### config.mk
export PLATFORM = sky130hd
export DESIGN_NAME = fp_div
export DESIGN_NICKNAME = d
export VERILOG_FILES = /design/src/rtl/fp_pkg.sv /design/src/rtl/fp_div_core.sv /design/src/rtl/fp_div.sv
export SDC_FILE = /design/constraint.sdc
export NUM_CORES = 1
export LEC_CHECK = 0
export BUFFER_PORTS_ARGS = -buffer_cell sky130_fd_sc_hd__buf_2
export CAP_MARGIN = 15
export CORE_MARGIN = 2
export CORE_UTILIZATION = 43
export CTS_CLUSTER_SIZE = 8
export DETAILED_ROUTE_END_ITERATION = 16
export SYNTH_ARGS = -nofsm -noshare
export SYNTH_HDL_FRONTEND = slang
export SYNTH_HIERARCHICAL = 1
export SYNTH_SLANG_ARGS = --single-unit
### constraint.sdc
create_clock -name clk -period 5.4 [get_ports clk]
set_clock_uncertainty 0.1 [all_clocks]
set_input_delay 0 -clock clk [delete_from_list [all_inputs] [get_ports clk]]
set_output_delay 0 -clock clk [all_outputs]
set_load 0.005 [all_outputs]
### src/rtl/fp_pkg.sv
// Shared fp32 definitions for the accelerator floating-point units.
package fp_pkg;

   typedef struct packed {
      logic        sign;
      logic [7:0]  exp;
      logic [22:0] frac;
   } fp32_t;

   localparam int          FP_BIAS    = 127;
   localparam logic [31:0] FP_QNAN    = 32'h7FC0_0000;
   localparam logic [7:0]  FP_EXP_MAX = 8'hFF;
   localparam int          DIV_ITERS  = 25;

   typedef enum logic [1:0] {
      ST_IDLE,
      ST_DIVIDE,
      ST_NORM,
      ST_DONE
   } div_state_t;

   // Denormals are flushed, so any zero exponent counts as zero.
   function automatic logic fp_is_zero(input fp32_t x);
      return x.exp == 8'h00;
   endfunction

   function automatic logic fp_is_inf(input fp32_t x);
      return (x.exp == FP_EXP_MAX) && (x.frac == 23'd0);
   endfunction

   function automatic logic fp_is_nan(input fp32_t x);
      return (x.exp == FP_EXP_MAX) && (x.frac != 23'd0);
   endfunction

   function automatic fp32_t fp_inf(input logic s);
      fp32_t r;
      r.sign = s;
      r.exp  = FP_EXP_MAX;
      r.frac = '0;
      return r;
   endfunction

endpackage

### src/rtl/fp_div_core.sv
// Restoring mantissa divider: 25 iterations, one quotient bit per cycle, MSB first.
module fp_div_core import fp_pkg::*; (
   input  logic        clk,
   input  logic        rst,
   input  logic        start,
   input  logic [23:0] dividend,
   input  logic [23:0] divisor,
   output logic        done,
   output logic [24:0] quot
);

   localparam logic [4:0] LAST = 5'(DIV_ITERS - 1);

   logic [24:0] rem;
   logic [24:0] rem_sub;
   logic [24:0] rem_nxt;
   logic [23:0] dvs;
   logic [4:0]  cnt;
   logic        busy;
   logic        ge;

   // Trial subtraction; the remainder stays below 2*divisor so the shift never overflows.
   always_comb begin
      ge      = rem >= {1'b0, dvs};
      rem_sub = ge ? (rem - {1'b0, dvs}) : rem;
      rem_nxt = rem_sub << 1;
   end

   // High during the cycle whose edge writes the last quotient bit.
   assign done = busy && (cnt == LAST);

   // Iteration state: load on start, then shift in one quotient bit per cycle.
   always_ff @(posedge clk or negedge rst) begin
      if (!rst) begin
         rem  <= '0;
         dvs  <= '0;
         cnt  <= '0;
         busy <= 1'b0;
         quot <= '0;
      end else if (start) begin
         rem  <= {1'b0, dividend};
         dvs  <= divisor;
         cnt  <= '0;
         busy <= 1'b1;
         quot <= '0;
      end else if (busy) begin
         rem  <= rem_nxt;
         quot <= {quot[23:0], ge};
         cnt  <= cnt + 5'd1;
         if (cnt == LAST) busy <= 1'b0;
      end
   end

endmodule

### src/rtl/fp_div.sv
// Iterative fp32 divider: special-case decode, FSM, normalize and pack.
// Denormals flush to zero, quotient truncates, exponent saturates.
module fp_div import fp_pkg::*; (
   input  logic        clk,
   input  logic        rst,
   input  logic [31:0] a,
   input  logic [31:0] b,
   input  logic        in_valid,
   output logic        in_ready,
   output logic [31:0] result,
   output logic        out_valid,
   input  logic        out_ready
);

   div_state_t state, state_nxt;

   fp32_t              fa, fb;
   logic               sign_in;
   logic               special;
   logic [31:0]        spec_res;
   logic signed [9:0]  exp_in;

   logic               accept;
   logic               start;
   logic               core_done;
   logic [24:0]        quot;

   logic               sign_q;
   logic signed [9:0]  exp_q;
   logic signed [9:0]  exp_n;
   logic [22:0]        frac_n;
   logic [31:0]        packed_res;

   assign fa      = a;
   assign fb      = b;
   assign sign_in = fa.sign ^ fb.sign;
   assign exp_in  = 10'(fa.exp) - 10'(fb.exp) + 10'(FP_BIAS);

   // Special operand decode, in priority order; special=0 means the normal path.
   always_comb begin
      special  = 1'b1;
      spec_res = '0;
      if (fp_is_nan(fa) || fp_is_nan(fb))
         spec_res = FP_QNAN;
      else if ((fp_is_inf(fa) && fp_is_inf(fb)) || (fp_is_zero(fa) && fp_is_zero(fb)))
         spec_res = FP_QNAN;
      else if (fp_is_inf(fa))
         spec_res = fp_inf(sign_in);
      else if (fp_is_inf(fb))
         spec_res = '0;
      else if (fp_is_zero(fa))
         spec_res = '0;
      else if (fp_is_zero(fb))
         spec_res = fp_inf(sign_in);
      else
         special = 1'b0;
   end

   // State register.
   always_ff @(posedge clk or negedge rst) begin
      if (!rst) state <= ST_IDLE;
      else      state <= state_nxt;
   end

   // Next state and handshake outputs.
   always_comb begin
      state_nxt = state;
      in_ready  = 1'b0;
      out_valid = 1'b0;
      accept    = 1'b0;
      start     = 1'b0;
      case (state)
         ST_IDLE: begin
            in_ready = 1'b1;
            if (in_valid) begin
               accept = 1'b1;
               if (special) begin
                  state_nxt = ST_DONE;
               end else begin
                  start     = 1'b1;
                  state_nxt = ST_DIVIDE;
               end
            end
         end
         ST_DIVIDE: if (core_done) state_nxt = ST_NORM;
         ST_NORM:   state_nxt = ST_DONE;
         ST_DONE: begin
            out_valid = 1'b1;
            if (out_ready) state_nxt = ST_IDLE;
         end
         default:   state_nxt = ST_IDLE;
      endcase
   end

   fp_div_core u_core (
      .clk      (clk),
      .rst      (rst),
      .start    (start),
      .dividend ({1'b1, fa.frac}),
      .divisor  ({1'b1, fb.frac}),
      .done     (core_done),
      .quot     (quot)
   );

   // Normalize the 25-bit quotient and apply the exponent range check.
   always_comb begin
      if (quot[24]) begin
         exp_n  = exp_q;
         frac_n = quot[23:1];
      end else begin
         exp_n  = exp_q - 10'sd1;
         frac_n = quot[22:0];
      end
      if (exp_n >= 10'sd255)
         packed_res = fp_inf(sign_q);
      else if (exp_n <= 10'sd0)
         packed_res = '0;
      else
         packed_res = {sign_q, exp_n[7:0], frac_n};
   end

   // Operand sign/exponent capture and result register (held through DONE).
   always_ff @(posedge clk or negedge rst) begin
      if (!rst) begin
         result <= '0;
         sign_q <= 1'b0;
         exp_q  <= '0;
      end else begin
         if (accept) begin
            sign_q <= sign_in;
            exp_q  <= exp_in;
         end
         if (accept && special)
            result <= spec_res;
         else if (state == ST_NORM)
            result <= packed_res;
      end
   end

endmodule
## After elaboration in Yosys (flattened, before gate mapping)

Index checks and enable logic that the tools add are counted.

| word-level totals | value |
|---|---|
| register bits after elaboration | 125 |
| bits of input ports | 68 |
| output and inout port bits | 34 |

| cells by class | value |
|---|---|
| add/subtract/negate cells | 5 |
| reductions and logical operators | 20 |
| multiplexer cells | 40 |
| bitwise logic cells | 1 |
| magnitude comparators | 3 |
| eq/ne operators | 9 |

Operators by type and width:

| cell | count |
|---|---|
| $mux W32 | 10 |
| $mux W25 | 4 |
| $logic_not A23 Y1 | 2 |
| $reduce_bool A23 Y1 | 2 |
| $ge A25 B24 Y1 | 1 |
| $mux W24 | 1 |
| $sub A24 B24 Y24 | 1 |
| $mux W23 | 1 |
| $eq A8 B8 Y1 const B | 2 |
| $logic_not A8 Y1 | 2 |
| $mux W1 | 16 |
| $add A9 B8 Y10 const B | 1 |
| $ge A10 B9 Y1 const B | 1 |
| $le A10 B1 Y1 const B | 1 |
| $mux W10 | 1 |
| $mux W5 | 2 |
| $sub A10 B2 Y10 const B | 1 |
| $sub A8 B8 Y9 | 1 |
| $logic_and A1 B1 Y1 | 8 |
| $mux W2 | 4 |
| $pmux W2 S4 | 1 |
| $ne A2 B2 Y1 const B | 3 |
| $add A5 B1 Y5 const B | 1 |
| $eq A5 B5 Y1 const B | 1 |
| other kinds (7) | 10 |

## Logic depth before layout (Yosys ltp)

Gate-level depths: netlist (run 1).

| depth | value |
|---|---|
| depth after elaboration | 11 |
| mapped depth | 13 |
| gate-level depth less buffers | 11 |

## Modules after synthesis

Netlist (run 1), hierarchy kept.

Modules (own cells, without submodules):

| module | times used | seq. area each (um^2) | cells an instance | area an instance (um^2) |
|---|---|---|---|---|
| fp_div_core | 1 | 2001.9 | 523 | 4889.7 |
| fp_div | 1 | 1126.1 | 333 | 3098.0 |

## Worst setup path after synthesis (run 1)

No wires, ideal clock.

| path | value |
|---|---|
| path type | register to register |
| from | register u_core.dvs[1] |
| to | register u_core.rem[2] |
| setup slack | 2831 ps |
| clock period less this slack | 2569 ps |
| data arrival time | 2375 ps |
| path buffers | 1 |
| cell stages (with the launch flop) | 12 |
| library setup time | 94 ps |
| cell sequence | dfrtp_1 inv_1 ha_1 nor2b_4 o31a_1 o221ai_4 nand4b_4 a21oi_4 a31oi_1 buf_6 mux2_4 a221oi_2 |

| on the way | value |
|---|---|
| word-level cells in the longest chain between the ends | 4 |
| elaborated cells between the ends (all ways) | 5 |

Ends and longest elaborated chain:

| element | line | text |
|---|---|---|
| start, declared | fp_div_core.sv:17 | `logic [23:0] dvs;` |
| start signal, assigned | fp_div_core.sv:42 | `dvs <= divisor;` |
| $sub A24 B24 Y24 or $ge A25 B24 Y1 (tied branches) | fp_div_core.sv:25, fp_div_core.sv:24 |  |
| $mux W24 * | fp_div_core.sv:25 | `rem_sub = ge ? (rem - {1'b0, dvs}) : rem;` |
| $mux W25 * | fp_div_core.sv:46 | `end else if (busy) begin` |
| $mux W25 * | fp_div_core.sv:40 | `end else if (start) begin` |
| end signal, assigned | fp_div_core.sv:41 | `rem <= {1'b0, dividend};` |
| end signal, assigned | fp_div_core.sv:47 | `rem <= rem_nxt;` |
| end, declared | fp_div_core.sv:14 | `logic [24:0] rem;` |

Every way passes the cells marked *; elsewhere a longest branch is shown, timed or not. The select of a mux whose other input is x is not followed.
A chain may end at the register's enable or synchronous reset.

## Final worst setup path (run 1)

| path | value |
|---|---|
| from | register u_core.rem[8] |
| to | register u_core.rem[2] |

| on the way | value |
|---|---|
| word-level cells in the longest chain between the ends | 4 |

Ends and longest elaborated chain:

| element | line | text |
|---|---|---|
| $ge A25 B24 Y1 | fp_div_core.sv:24 | `ge = rem >= {1'b0, dvs};` |
| $mux W24 | fp_div_core.sv:25 |  |
| $mux W25 | fp_div_core.sv:46 |  |
| $mux W25 | fp_div_core.sv:40 |  |

No other way between the ends. The select of a mux whose other input is x is not followed.

==> impl_metrics.env, run 1 <==
export IMPL_wirelength_um=19400
export IMPL_drive_above_1_share_pct=19.0
export IMPL_grt_pass1_vias=6475
export IMPL_tightest_slew_ns=1.09
export IMPL_initialDrtViolationCount=296
export IMPL_cts_hold_buf=53
export IMPL_yosysTopAreaCell="dfrtp_1"
export IMPL_antenna_found_initial=0
export IMPL_slew_viol_final=0
export IMPL_htreeDepth=4
export IMPL_initial_core_util_pct=44.2
export IMPL_core_mm2=0.0181
export IMPL_fp_dieH_um=140
export IMPL_diodes=0
export IMPL_ys_top_cells_by_area="dfrtp_1 39%, mux2i_1 8.3%, ha_1 6.3%"
export IMPL_gr_total_overflow=0
export IMPL_clock_sinks=125
export IMPL_cp_end_kind="register"
export IMPL_area_growth_synth_to_final_pct=22.6
export IMPL_vias=6605
export IMPL_pwr_density_cell_mw_per_mm2=646
export IMPL_cts_tree="done"
export IMPL_rows=49
export IMPL_grt_use_total_pct=20.1
export IMPL_cp_cell_sequence="ha_1 > and3_1 > and4_1 > o221ai_4 > nand4b_4 > a21oi_4 > a31oi_4 > mux2_4 > a221oi_2"
export IMPL_synth_cells=856
export IMPL_crit_arrival_ns=3.52
export IMPL_multiInputGateArea_mm2=0.00445
export IMPL_cap_violations=0
export IMPL_stdcell_count=1239
export IMPL_die_x_um=140
export IMPL_fmax_mhz=304
export IMPL_clk_path_buf_depth=2
export IMPL_syn_avg_cell_area_um2=9.33
export IMPL_synth_top_area_share_pct=39.2
export IMPL_cp_slowest_cell="a31oi_4"
export IMPL_dieArea_mm2=0.0197
export IMPL_first_pass_iters=5
export IMPL_worst_hold_slack_ns=0.0344
export IMPL_yosysWarnings=6
export IMPL_max_slew_margin_pct=27.6
export IMPL_cp_required_ns=5.63
export IMPL_p_leak_uw=0.00462
export IMPL_num_io_pins=102
export IMPL_gp_congestion=0.884
export IMPL_synth_most_common_cell="dfrtp_1"
export IMPL_slowest_delay_ns=0.88
export IMPL_fin_ws_ns=2.11
export IMPL_postCtsSetupRepairBufs=0
export IMPL_grt_max_degree=79
export IMPL_synthArstFlopShare_pct=100
export IMPL_ys_types=78
export IMPL_rsz0062_at_grt="false"
export IMPL_remaining_drc_errors=0
export IMPL_syn_area_mm2=0.00799
export IMPL_yosys_most_used_dff="dfrtp_1"
export IMPL_cts_clk_slew_worst_paths_ns=0.06
export IMPL_finalNetCount=1107
export IMPL_dp_cells=1154
export IMPL_timing_final_crit_share_pct=61.0
export IMPL_finalCriticalPeriod_ns=3.29
export IMPL_peakVddDrop_mv=0.377
export IMPL_avgViaCountPerCell=5.33
export IMPL_cts_root_buf="clkbuf_16"
export IMPL_ant_nets=0
export IMPL_synth_seq_cells=125
export IMPL_min_path_type="in2async"
export IMPL_grt_pass1_wl_um=31900
export IMPL_numCtsBuffers=17
export IMPL_seq_area_mm2=0.00313
export IMPL_hpwl_um=13600
export IMPL_synth_edf_count=0
export IMPL_critical_path_class="reg2reg"
export IMPL_clk_latency_ns=0.43
export IMPL_timing_hold_violations_final=0
export IMPL_start_kind="register"
export IMPL_num_fill_cells=1648
export IMPL_cts_resized=0
export IMPL_synth_commonest_cells="125 x dfrtp_1, 86 x nand2_1, 66 x mux2i_1"
export IMPL_pre_cts_ws_ns=2.06
export IMPL_yosysSeqAreaShare_pct=39.2
export IMPL_outcome="completed"
export IMPL_numPortBuffers=101
export IMPL_drt_wirelength_per_cell_um=15.7
export IMPL_fin_setup_tns_ns=0
export IMPL_finalSetupViolCount=0
export IMPL_path_max_fanout=28
## per-layer routing
layer / track usage (%) / routed length, um
met1: 26.5 / 9310
met2: 33.3 / 9100
met3: 4.17 / 671
met4: 6.17 / 309
met5: 0 / 0
## area by class of cell
class / count / share of cell area [%]
clock inverters: 15 / 1.89
multi-input cells: 633 / 45.5
inverters: 59 / 2.26
clock buffers: 17 / 4.35
well taps: 229 / 2.93
flip-flops and latches: 125 / 32.0
repair buffers: 161 / 11.1
## flip-flops by register name, summed over array words and instances, names as in the netlist
| name | flops |
|---|---|
| exp_q | 10 |
| u_core/dvs | 24 |
| sign_q | 1 |
| u_core/rem | 25 |
| u_core/busy | 1 |
| u_core/quot | 25 |
| state | 2 |
| result | 32 |
| u_core/cnt | 5 |
## stage by stage
stage	area [um2]	util (%)	power (uW)
after floorplan	7990	-	4380
after global placement	8650	47.8	5070
after detailed placement	8650	47.8	5080
after CTS	9790	54.1	6350
after global routing	9790	54.1	6840
final	9790	54.1	6320
## final timing paths
kind | startpoint | endpoint | slack, ns | cells past startpoint
min in group clk | b[31] | result[31] | 0.07 | 5
min reg2reg | result[1] | result[1] | 0.37 | 2
max | u_core/rem[8] | u_core/rem[2] | 2.11 | 9
max in group asynchronous | rst | u_core/dvs[17] | 3.70 | 3
min | rst | result[28] | 0.03 | 2
max reg2reg | u_core/rem[8] | u_core/rem[2] | 2.11 | 9
## worst max-delay path: cells and delay by family, from the launching register on
family                     cells  cell delay (ns)
AOI/OAI and AO/OA              4             1.32
and+or+nand+nor                3             0.61
DFF                            1             0.41
adders and majority gates      1             0.40
muxes                          1             0.36
## cell families after synthesis
logic type	count (synthesis)	synth area share (%)
AOI/OAI and AO/OA	206	17.7
and+or+nand+nor	271	17.4
xor gates and xnor gates	44	5.01
muxes	68	8.60
adders and majority gates	42	6.77
buffers and inverters	99	5.37
DFF	125	39.2
other	1	0.0469
## layout by cell type, fill, tap and decap left out, types with 6 or more instances in the layout
cell           synthesis  layout
nand2b_1              12      12
a21o_1                10      10
buf_4                  0       8
nor3b_1                6       6
ha_1                  40      40
inv_1                 59      59
a221oi_1               7       7
clkbuf_16              0      17
nor3_1                16      16
and2_1                 7       6
a21oi_1               42      42
nor2_1                64      64
nor2b_1                6       6
nor4_1                15      15
o21ai_2               20      20
buf_2                  2     100
nand2_1               86      86
a31oi_1                7       6
mux2i_1               66      66
xor2_1                17      17
nand4_1               15      15
dfrtp_1              125     124
nand3_1                8       8
dlygate4sd3_1          0      53
o31ai_1                9       9
a211oi_1               6       6
o21ai_0               60      60
xnor2_1               25      25
## report_power, final
| group | leakage (uW) | switching (uW) | internal [uW] |
|---|---|---|---|
| registers | 0.00158 | 252 | 1320 |
| logic | 0.00274 | 1980 | 1570 |
| clock network | 0.000300 | 462 | 734 |
Power figures use the tool's default switching activity.
==> run 2: changes to the inputs <==
- clock period: 5.4 -> 2.9 ns (I/O delays scaled with it)
==> run 2 against run 1 <==
Critical path depth increased by 2. Flip-flop and latch count unchanged. The run now ends with negative hold slack left. Combinational power increased by 98%.
==> impl_metrics.env, run 2 (same netlist as run 1, synthesis figures left out) <==
export IMPL_outcome="finished, violations left"
export IMPL_failed_checks="negative hold slack"
export IMPL_cts_tree="done"
export IMPL_num_io_pins=102
export IMPL_htreeDepth=4
export IMPL_finalNetCount=1123
export IMPL_worst_hold_slack_ns=-0.00806
export IMPL_pwr_density_cell_mw_per_mm2=1210
export IMPL_cp_required_ns=3.11
export IMPL_stdcell_count=1256
export IMPL_seq_area_mm2=0.00313
export IMPL_cap_violations=0
export IMPL_timing_final_crit_share_pct=93.6
export IMPL_dieArea_mm2=0.0197
export IMPL_pre_cts_ws_ns=0.171
export IMPL_grt_pass1_vias=6742
export IMPL_clock_sinks=125
export IMPL_numPortBuffers=101
export IMPL_first_pass_iters=5
export IMPL_max_slew_margin_pct=50.2
export IMPL_critical_path_class="reg2reg"
export IMPL_vias=6692
export IMPL_cts_root_buf="clkbuf_16"
export IMPL_finalSetupViolCount=0
export IMPL_numCtsBuffers=17
export IMPL_min_path_type="in2async"
export IMPL_fmax_mhz=368
export IMPL_layout_commonest_cell="dfrtp_1"
export IMPL_avgViaCountPerCell=5.33
export IMPL_multiInputGateArea_mm2=0.00447
export IMPL_r2r_start="u_core/dvs[1]"
export IMPL_hpwl_um=14000
export IMPL_initial_core_util_pct=44.2
export IMPL_grt_pass1_wl_um=33600
export IMPL_timing_hold_violations_final=5
export IMPL_crit_arrival_ns=2.93
export IMPL_final_cell_mix="124 x dfrtp_1, 100 x buf_2, 86 x nand2_1, 66 x mux2i_1, 64 x nor2_1"
export IMPL_fin_area_mm2=0.00998
export IMPL_dp_cells=1166
export IMPL_wirelength_um=19700
export IMPL_top_regs="result x32, u_core/quot x25, u_core/rem x25"
export IMPL_drt_wirelength_per_cell_um=15.7
export IMPL_clk_latency_ns=0.42
export IMPL_slew_viol_final=0
export IMPL_die_x_um=140
export IMPL_rows=49
export IMPL_antenna_found_initial=1
export IMPL_largest_register_ffs=32
export IMPL_core_mm2=0.0181
export IMPL_fin_ws_ns=0.186
export IMPL_area_growth_synth_to_final_pct=24.9
export IMPL_finalCriticalPeriod_ns=2.71
export IMPL_p_leak_uw=0.00469
export IMPL_tightest_slew_ns=0.739
export IMPL_grt_max_degree=58
export IMPL_drive_above_1_share_pct=20.5
export IMPL_r2r_setup_slack_ns=0.19
export IMPL_path_max_fanout=6
export IMPL_max_flop_register="result"
export IMPL_start_kind="register"
export IMPL_clk_path_buf_depth=2
export IMPL_fp_dieH_um=140
export IMPL_rsz0062_at_grt="false"
export IMPL_grt_use_total_pct=21.1
export IMPL_cp_end_kind="register"
export IMPL_initialDrtViolationCount=408
export IMPL_ant_nets=0
export IMPL_place_area_mm2=0.00880
export IMPL_final_util_pct=55.2
export IMPL_reg2regPathDepth=11
export IMPL_num_fill_cells=1643
export IMPL_peakVddDrop_mv=0.667
export IMPL_worstReg2RegEnd="u_core/rem[5]"
export IMPL_remaining_drc_errors=0
export IMPL_cts_clk_slew_worst_paths_ns=0.06
export IMPL_fin_setup_tns_ns=0
export IMPL_gr_total_overflow=0
export IMPL_gp_congestion=0.907
## run 2: changes by cell type in the layout (fill, tap and decap cells not counted), moves of 2 or more
cell	before	now
buf_4	8	16
buf_12	0	5
clkinvlp_4	1	5
clkinv_2	3	0
dlygate4sd3_1	53	56
bufinv_16	3	1
clkbuf_8	0	2
ha_1	40	38
ha_2	0	2
## run 2: how the worst max path moves through the flow
| stage | from | end | slack (ns) | cells past startpoint |
|---|---|---|---|---|
| finish | u_core/dvs[1] | u_core/rem[5] | 0.19 | 11 |
| global route | u_core/dvs[1] | u_core/rem[8] | 0.03 | 11 |
| CTS | u_core/rem[16] | u_core/rem[9] | 0.15 | 10 |
| detailed placement | u_core/dvs[1] | u_core/rem[9] | 0.17 | 11 |
| global placement | u_core/dvs[1] | u_core/rem[9] | 0.27 | 11 |
| floorplan | u_core/dvs[1] | u_core/rem[2] | 0.33 | 11 |
## run 2: repair_timing
| item | in CTS | in global routing |
|---|---|---|
| gates resized for setup | 0 | 5 |
| hold buffers | 56 | 0 |
| buffers inserted | 0 | 1 |
| hold endpoints to repair | 143 | 0 |
| setup endpoints to repair | 0 | 7 |
## run 2: final cells by class
class                   count  share of cell area (%)
clock buffers              19                    4.54
flip-flops and latches    125                    31.4
inverters                  59                    2.22
diodes                      1                  0.0251
multi-input cells         633                    44.8
well taps                 229                    2.87
clock inverters            13                    1.32
repair buffers            177                    12.8
## run 2: worst max-delay path: stages (launching register included)
cell	delay, ns
dfrtp_1	0.37
inv_1	0.07
ha_1	0.29
nor2b_4	0.13
o31a_1	0.30
o221ai_4	0.23
nand4b_4	0.16
a21oi_4	0.21
a31oi_4	0.14
buf_4	0.20
mux2i_1	0.12
a221oi_1	0.27
## run 2: report_power, final
part | internal [uW] | switching, uW | leakage [uW]
combinational | 3220 | 3790 | 0.00284
clock | 1240 | 859 | 0.000271
sequential | 2470 | 469 | 0.00158
total | 6930 | 5120 | 0.00469
## run 2: through the flow
stage	power (uW)	hold WS [ns]
after detailed placement	9780	-0.0828
after floorplan	8160	-0.396
final	12100	-0.00806
after CTS	12000	0.00825
after global routing	13100	0.0484
after global placement	9720	-0.0843
## run 2: metal layers
| metal | part of all wire, % | global-route usage, % |
|---|---|---|
| met3 | 4.3 | 4.51 |
| met1 | 47 | 28.1 |
| met5 | 0 | 0 |
| met4 | 1.2 | 7.07 |
| met2 | 48 | 34.3 |
